--- config.mk ---
export PLATFORM = sky130hd
export DESIGN_NAME = data_path
export DESIGN_NICKNAME = d
export VERILOG_FILES = /design/src/rtl/data_path.sv
export SDC_FILE = /design/constraint.sdc
export NUM_CORES = 1
export LEC_CHECK = 0
export ABC_AREA = 1
export BUFFER_PORTS_ARGS = -buffer_cell sky130_fd_sc_hd__clkbuf_2
export CAP_MARGIN = 20
export CORE_ASPECT_RATIO = 0.8
export CORE_MARGIN = 4
export CORE_UTILIZATION = 40
export CTS_CLUSTER_DIAMETER = 40
export DETAILED_ROUTE_END_ITERATION = 8
export PLACE_DENSITY_LB_ADDON = 0.2
export SLEW_MARGIN = 20
export SYNTH_ARGS = -nofsm -noshare
export SYNTH_HDL_FRONTEND = slang
export SYNTH_SLANG_ARGS = --single-unit
--- constraint.sdc ---
create_clock -name clock -period 3.6 [get_ports clock]
set_input_delay 0.18 -clock clock [delete_from_list [all_inputs] [get_ports clock]]
set_output_delay 0.18 -clock clock [all_outputs]
set_load 0.1 [all_outputs]
--- src/rtl/data_path.sv ---
// Single-bus 32-bit datapath: R1-R3, PC, IR, MAR, MDR, Y and Zlow around one bus
// multiplexer and a combinational ALU (A = Y, B = bus).
module data_path (
    input  logic        clock,
    input  logic        clear,
    input  logic        R1in,
    input  logic        R2in,
    input  logic        R3in,
    input  logic        R2out,
    input  logic        R3out,
    input  logic        MDRin,
    input  logic        MD_read,
    input  logic        MDRout,
    input  logic        MARin,
    input  logic        PCin,
    input  logic        IRin,
    input  logic        Yin,
    input  logic        Zlowin,
    input  logic        Zlowout,
    input  logic        IncPC,
    input  logic [31:0] Mdatain,
    output logic [31:0] BusMuxOut,
    output logic [31:0] R1_q,
    output logic [31:0] R2_q,
    output logic [31:0] R3_q,
    output logic [31:0] PC_q,
    output logic [31:0] IR_q,
    output logic [31:0] MAR_q,
    output logic [31:0] MDR_q,
    output logic [31:0] Y_q,
    output logic [31:0] Zlow_q
);

    typedef enum logic [3:0] {
        OP_ADD  = 4'h0,
        OP_SUB  = 4'h1,
        OP_AND  = 4'h2,
        OP_OR   = 4'h3,
        OP_XOR  = 4'h4,
        OP_NOT  = 4'h5,
        OP_NEG  = 4'h6,
        OP_SHR  = 4'h7,
        OP_SHRA = 4'h8,
        OP_ROR  = 4'h9,
        OP_SHL  = 4'hA,
        OP_ROL  = 4'hB
    } alu_op_e;

    logic [31:0] alu_a;
    logic [31:0] alu_b;
    logic [4:0]  shamt;
    logic [63:0] rot_r;
    logic [63:0] rot_l;
    logic [31:0] zlow_d;
    logic [31:0] mdr_d;

    always_comb begin
        BusMuxOut = '0;
        if (MDRout)       BusMuxOut = MDR_q;
        else if (Zlowout) BusMuxOut = Zlow_q;
        else if (R3out)   BusMuxOut = R3_q;
        else if (R2out)   BusMuxOut = R2_q;
    end

    assign alu_a = Y_q;
    assign alu_b = BusMuxOut;
    assign shamt = alu_b[4:0];
    // Rotates via a doubled word so an amount of 0 falls out as A unchanged.
    assign rot_r = {alu_a, alu_a} >> shamt;
    assign rot_l = {alu_a, alu_a} << shamt;

    always_comb begin
        zlow_d = alu_b;
        if (IncPC) begin
            zlow_d = alu_b + 32'd1;
        end else begin
            case (IR_q[3:0])
                OP_ADD:  zlow_d = alu_a + alu_b;
                OP_SUB:  zlow_d = alu_a - alu_b;
                OP_AND:  zlow_d = alu_a & alu_b;
                OP_OR:   zlow_d = alu_a | alu_b;
                OP_XOR:  zlow_d = alu_a ^ alu_b;
                OP_NOT:  zlow_d = ~alu_b;
                OP_NEG:  zlow_d = '0 - alu_b;
                OP_SHR:  zlow_d = alu_a >> shamt;
                OP_SHRA: zlow_d = $unsigned($signed(alu_a) >>> shamt);
                OP_ROR:  zlow_d = rot_r[31:0];
                OP_SHL:  zlow_d = alu_a << shamt;
                OP_ROL:  zlow_d = rot_l[63:32];
                default: zlow_d = alu_b;
            endcase
        end
    end

    assign mdr_d = MD_read ? Mdatain : BusMuxOut;

    always_ff @(posedge clock) begin
        if (clear) begin
            R1_q   <= '0;
            R2_q   <= '0;
            R3_q   <= '0;
            PC_q   <= '0;
            IR_q   <= '0;
            MAR_q  <= '0;
            MDR_q  <= '0;
            Y_q    <= '0;
            Zlow_q <= '0;
        end else begin
            if (R1in)   R1_q   <= BusMuxOut;
            if (R2in)   R2_q   <= BusMuxOut;
            if (R3in)   R3_q   <= BusMuxOut;
            if (PCin)   PC_q   <= BusMuxOut;
            if (IRin)   IR_q   <= BusMuxOut;
            if (MARin)  MAR_q  <= BusMuxOut;
            if (MDRin)  MDR_q  <= mdr_d;
            if (Yin)    Y_q    <= BusMuxOut;
            if (Zlowin) Zlow_q <= zlow_d;
        end
    end

endmodule

==> results.py <==
metrics = {
    "job": {
        "max_cap_violations": 0,
    },
    "layout": {
        "area_growth_pct": 31.1,
        "nets": 4536,
        "post_route_cells_drive_above_1_share": 0.229,
        "seqCellArea_um2": 5890,
        "fillerInstances": 5870,
        "multi_input_area_um2": 14800,
        "layout_common_cells": "nand2_1 (877), nand3_1 (439), inv_1 (396), a21oi_1 (389), buf_4 (381)",
        "final_common_cell": "nand2_1",
    },
    "hold_path": {
        "hp-class": "in -> reg",
    },
    "global_route": {
        "first_global_vias": 26900,
        "grt_pass1_wl_mm": 187,
        "grt_max_degree": 96,
        "grtUsageTotal": 0.405,
        "grt_overflow_total": 0,
        "antenna_found_initial": 5,
    },
    "power_and_ir_drop": {
        "switching_share": 0.494,
        "p_clk_frac": 0.262,
        "ir_worst_vdd_mv": 0.467,
        "internal-power_mw": 7.55,
        "power_switching_mw": 7.38,
        "power.leakage_nw": 15.3,
        "power_frac_comb": 0.493,
        "powerDensity_nw_per_um2": 495,
        "seqPwrFrac": 0.245,
    },
    "sta": {
        "worst_slack_ns": 0.118,
        "fmax_ghz": 0.287,
        "min_period_ns": 3.48,
        "finClkSkew_ns": 0.0371,
        "finalSetupViolations": 0,
        "fin_crit_sh": 0.967,
        "holdWs_ns": 0.0259,
        "hold_viol": 0,
        "drv_slew": 0,
        "slew_headroom": 0.265,
        "tightest_slew_ns": 1.10,
    },
    "setup_path": {
        "max_stage_delay_ns": 0.67,
        "r2r-start": "MDR_q[20]",
        "worstSetupEndpoint": "Zlow_q[28]",
        "crit_path_start": "MDR_q[20]",
        "arrival_ns": 3.94,
        "cp_slowest_cell": "o21ai_2",
        "cp.required_ns": 4.06,
        "reg2reg_depth": 16,
        "cp_max_fo": 7,
        "setup.worst_path.class": "reg -> reg",
        "crit_chain": "o21ai_2, inv_1, ha_1, inv_1, o21ai_0, buf_4, a31oi_1, o221ai_1, buf_4, nor2_1, nand2_1, nand2_1, nand3_1, nand4_1, nand2_1, a21oi_1",
        "r2r-end": "Zlow_q[28]",
        "cp-start-kind": "register",
        "end_kind": "register",
        "reg2reg_slack_ns": 0.12,
        "cp_common_cell": "nand2_1",
    },
    "logic_synthesis": {
        "yosys_warnings": 0,
        "synth_fp_nets": 3936,
        "syn_area_um2": 23000,
        "synth_seq_cells": 288,
        "synthDistinctLibCells": 55,
        "syn_inst": 3787,
        "yosysSeqAreaShare": 0.251,
        "syn_avg_cell_area_um2": 6.07,
    },
    "floorplan": {
        "die-width_um": 276,
        "dieArea_um2": 61400,
        "rows": 78,
        "coreArea_um2": 56800,
        "ios": 369,
        "die-height_um": 222,
        "start_util": 0.405,
    },
    "clocking": {
        "htreeDepth": 2,
        "cts.sinks": 288,
        "cts_buffers": 38,
        "cts-root-buf": "clkbuf_16",
        "clock_path_buffers": 3,
        "cts_tree": "done",
        "clk-insertion-delay-late_ns": 0.57,
        "clkTransAtPathRegs_ns": 0.06,
    },
    "place": {
        "hpwl_mm": 105,
        "port_buffers": 368,
        "place_ws_ns": -0.119,
        "gp_congestion": 1.12,
    },
    "drt": {
        "drt_pre_antenna_iters": 7,
        "ant_nets": 0,
        "drt_iter0_drc": 5175,
        "post-route-drc-count": 0,
        "drt-vias-per-instance": 5.91,
        "routed-via-count": 30600,
        "routed_wl_mm": 133,
        "detail_route.wl_per_cell_um": 25.6,
    },
    "status": {
        "outcome": "finished clean",
    },
}
==> worst min-delay path by stage <==
stage                 to  slack [ns]  cells after the start         from
2_1_floorplan  MDR_q[17]        0.37                      2  Mdatain[17]
3_3_place_gp   MDR_q[13]        0.46                      2    MDR_q[13]
3_5_place_dp   MAR_q[28]        0.47                      2    MAR_q[28]
4_1_cts         MDR_q[2]       0.009                      3      MD_read
5_1_grt         MDR_q[1]        0.04                      3      MD_read
6_report        MDR_q[2]        0.03                      3      MD_read
==> sequential cells by signal (all words and copies together), names as in the netlist <==
name and flops:
MDR_q 32, IR_q 32, MAR_q 32, R2_q 32
Y_q 32, R3_q 32, PC_q 32, Zlow_q 32
R1_q 32
==> synth_stat cells, drive strengths merged <==
cell	n	share of area
o22ai	6	0.0016
a211oi	13	0.0042
clkinv	11	0.0018
nand2	888	0.15
nor4	3	0.00082
xnor2	2	0.00076
buf	84	0.022
a31oi	10	0.0027
inv	410	0.067
o211a	1	0.00044
nand4	32	0.0087
o2111ai	2	0.00076
xor2	23	0.0088
clkbuf	155	0.025
a21boi	4	0.0013
o221ai	21	0.0080
dfxtp	288	0.25
and2	2	0.00054
fa	2	0.0017
a22oi	2	0.00065
a2111oi	4	0.0015
a21o	4	0.0013
nor3	17	0.0048
nand3b	10	0.0033
o221a	1	0.00049
o21bai	6	0.0020
o21a	7	0.0023
or2	12	0.0033
o211ai	147	0.048
nor2	257	0.043
o21ai	402	0.090
a21oi	395	0.087
nand3	444	0.098
o31ai	6	0.0020
ha	98	0.053
nor3b	1	0.00033
a311oi	1	0.00038
a221oi	15	0.0057
a22o	1	0.00038
==> cell families after synthesis <==
group	synth area share
AND/OR/NAND/NOR	0.308
AO/OA/AOI/OAI	0.260
buffers and inverters	0.116
flip-flops	0.251
adder cells (fa/ha/maj)	0.0551
XOR/XNOR	0.00952
==> power by group through the flow <==
stage          Clock, mW  Sequential, mW  Combinational, mW
5_1_grt             4.09            3.66               7.66
2_1_floorplan          0            5.34               2.84
3_3_place_gp           0            3.70               7.04
6_report            3.91            3.65               7.36
3_5_place_dp           0            3.70               7.03
4_1_cts             3.92            3.64               7.09
==> area by class of cell <==
type	count	area share
repair buffers	799	0.184
flip-flops and latches	288	0.196
inverters	421	0.0532
multi-input cells	2839	0.492
clock buffers	48	0.0345
well taps	760	0.0316
diodes	5	0.000415
clock inverters	21	0.00839
==> worst max-delay path: cells and delay by family (launching register included) <==
family	cells	cell delay (ns)
compound gates	5	1.44
buf+inv	4	0.74
simple gates	6	0.52
flops	1	0.35
fa+ha+maj	1	0.31
==> layer usage <==
layer | vias to the layer above | wire, um | global-route usage
li1 | 14000 | - | -
met1 | 14200 | 55700 | 0.571
met2 | 2155 | 51500 | 0.559
met3 | 289 | 19900 | 0.165
met4 | 4 | 5370 | 0.132
met5 | - | 129 | 0
==> per-stage QoR <==
stage / cell area (um^2) / power, mW / instances / util / setup TNS [ns]
after detailed placement: 28300 / 10.7 / 5069 / 0.499 / -0.550
after global placement: 28300 / 10.7 / 5069 / 0.499 / -0.187
after CTS: 30000 / 14.6 / 5169 / 0.527 / 0
after global routing: 30100 / 15.4 / 5176 / 0.530 / -0.00594
final: 30100 / 14.9 / 5181 / 0.530 / 0
after floorplan: 23300 / 8.18 / 3787 / - / 0
==> what timing repair did <==
action / CTS / global route
hold buffers: 32 / 0
gates cloned: 0 / 1
endpoints found under the setup margin: 6 / 15
setup buffers: 0 / 6
pin swaps: 0 / 4
endpoints found under the hold margin: 32 / 0
resized for setup: 3 / 29
(Power assumes the default switching activity.)
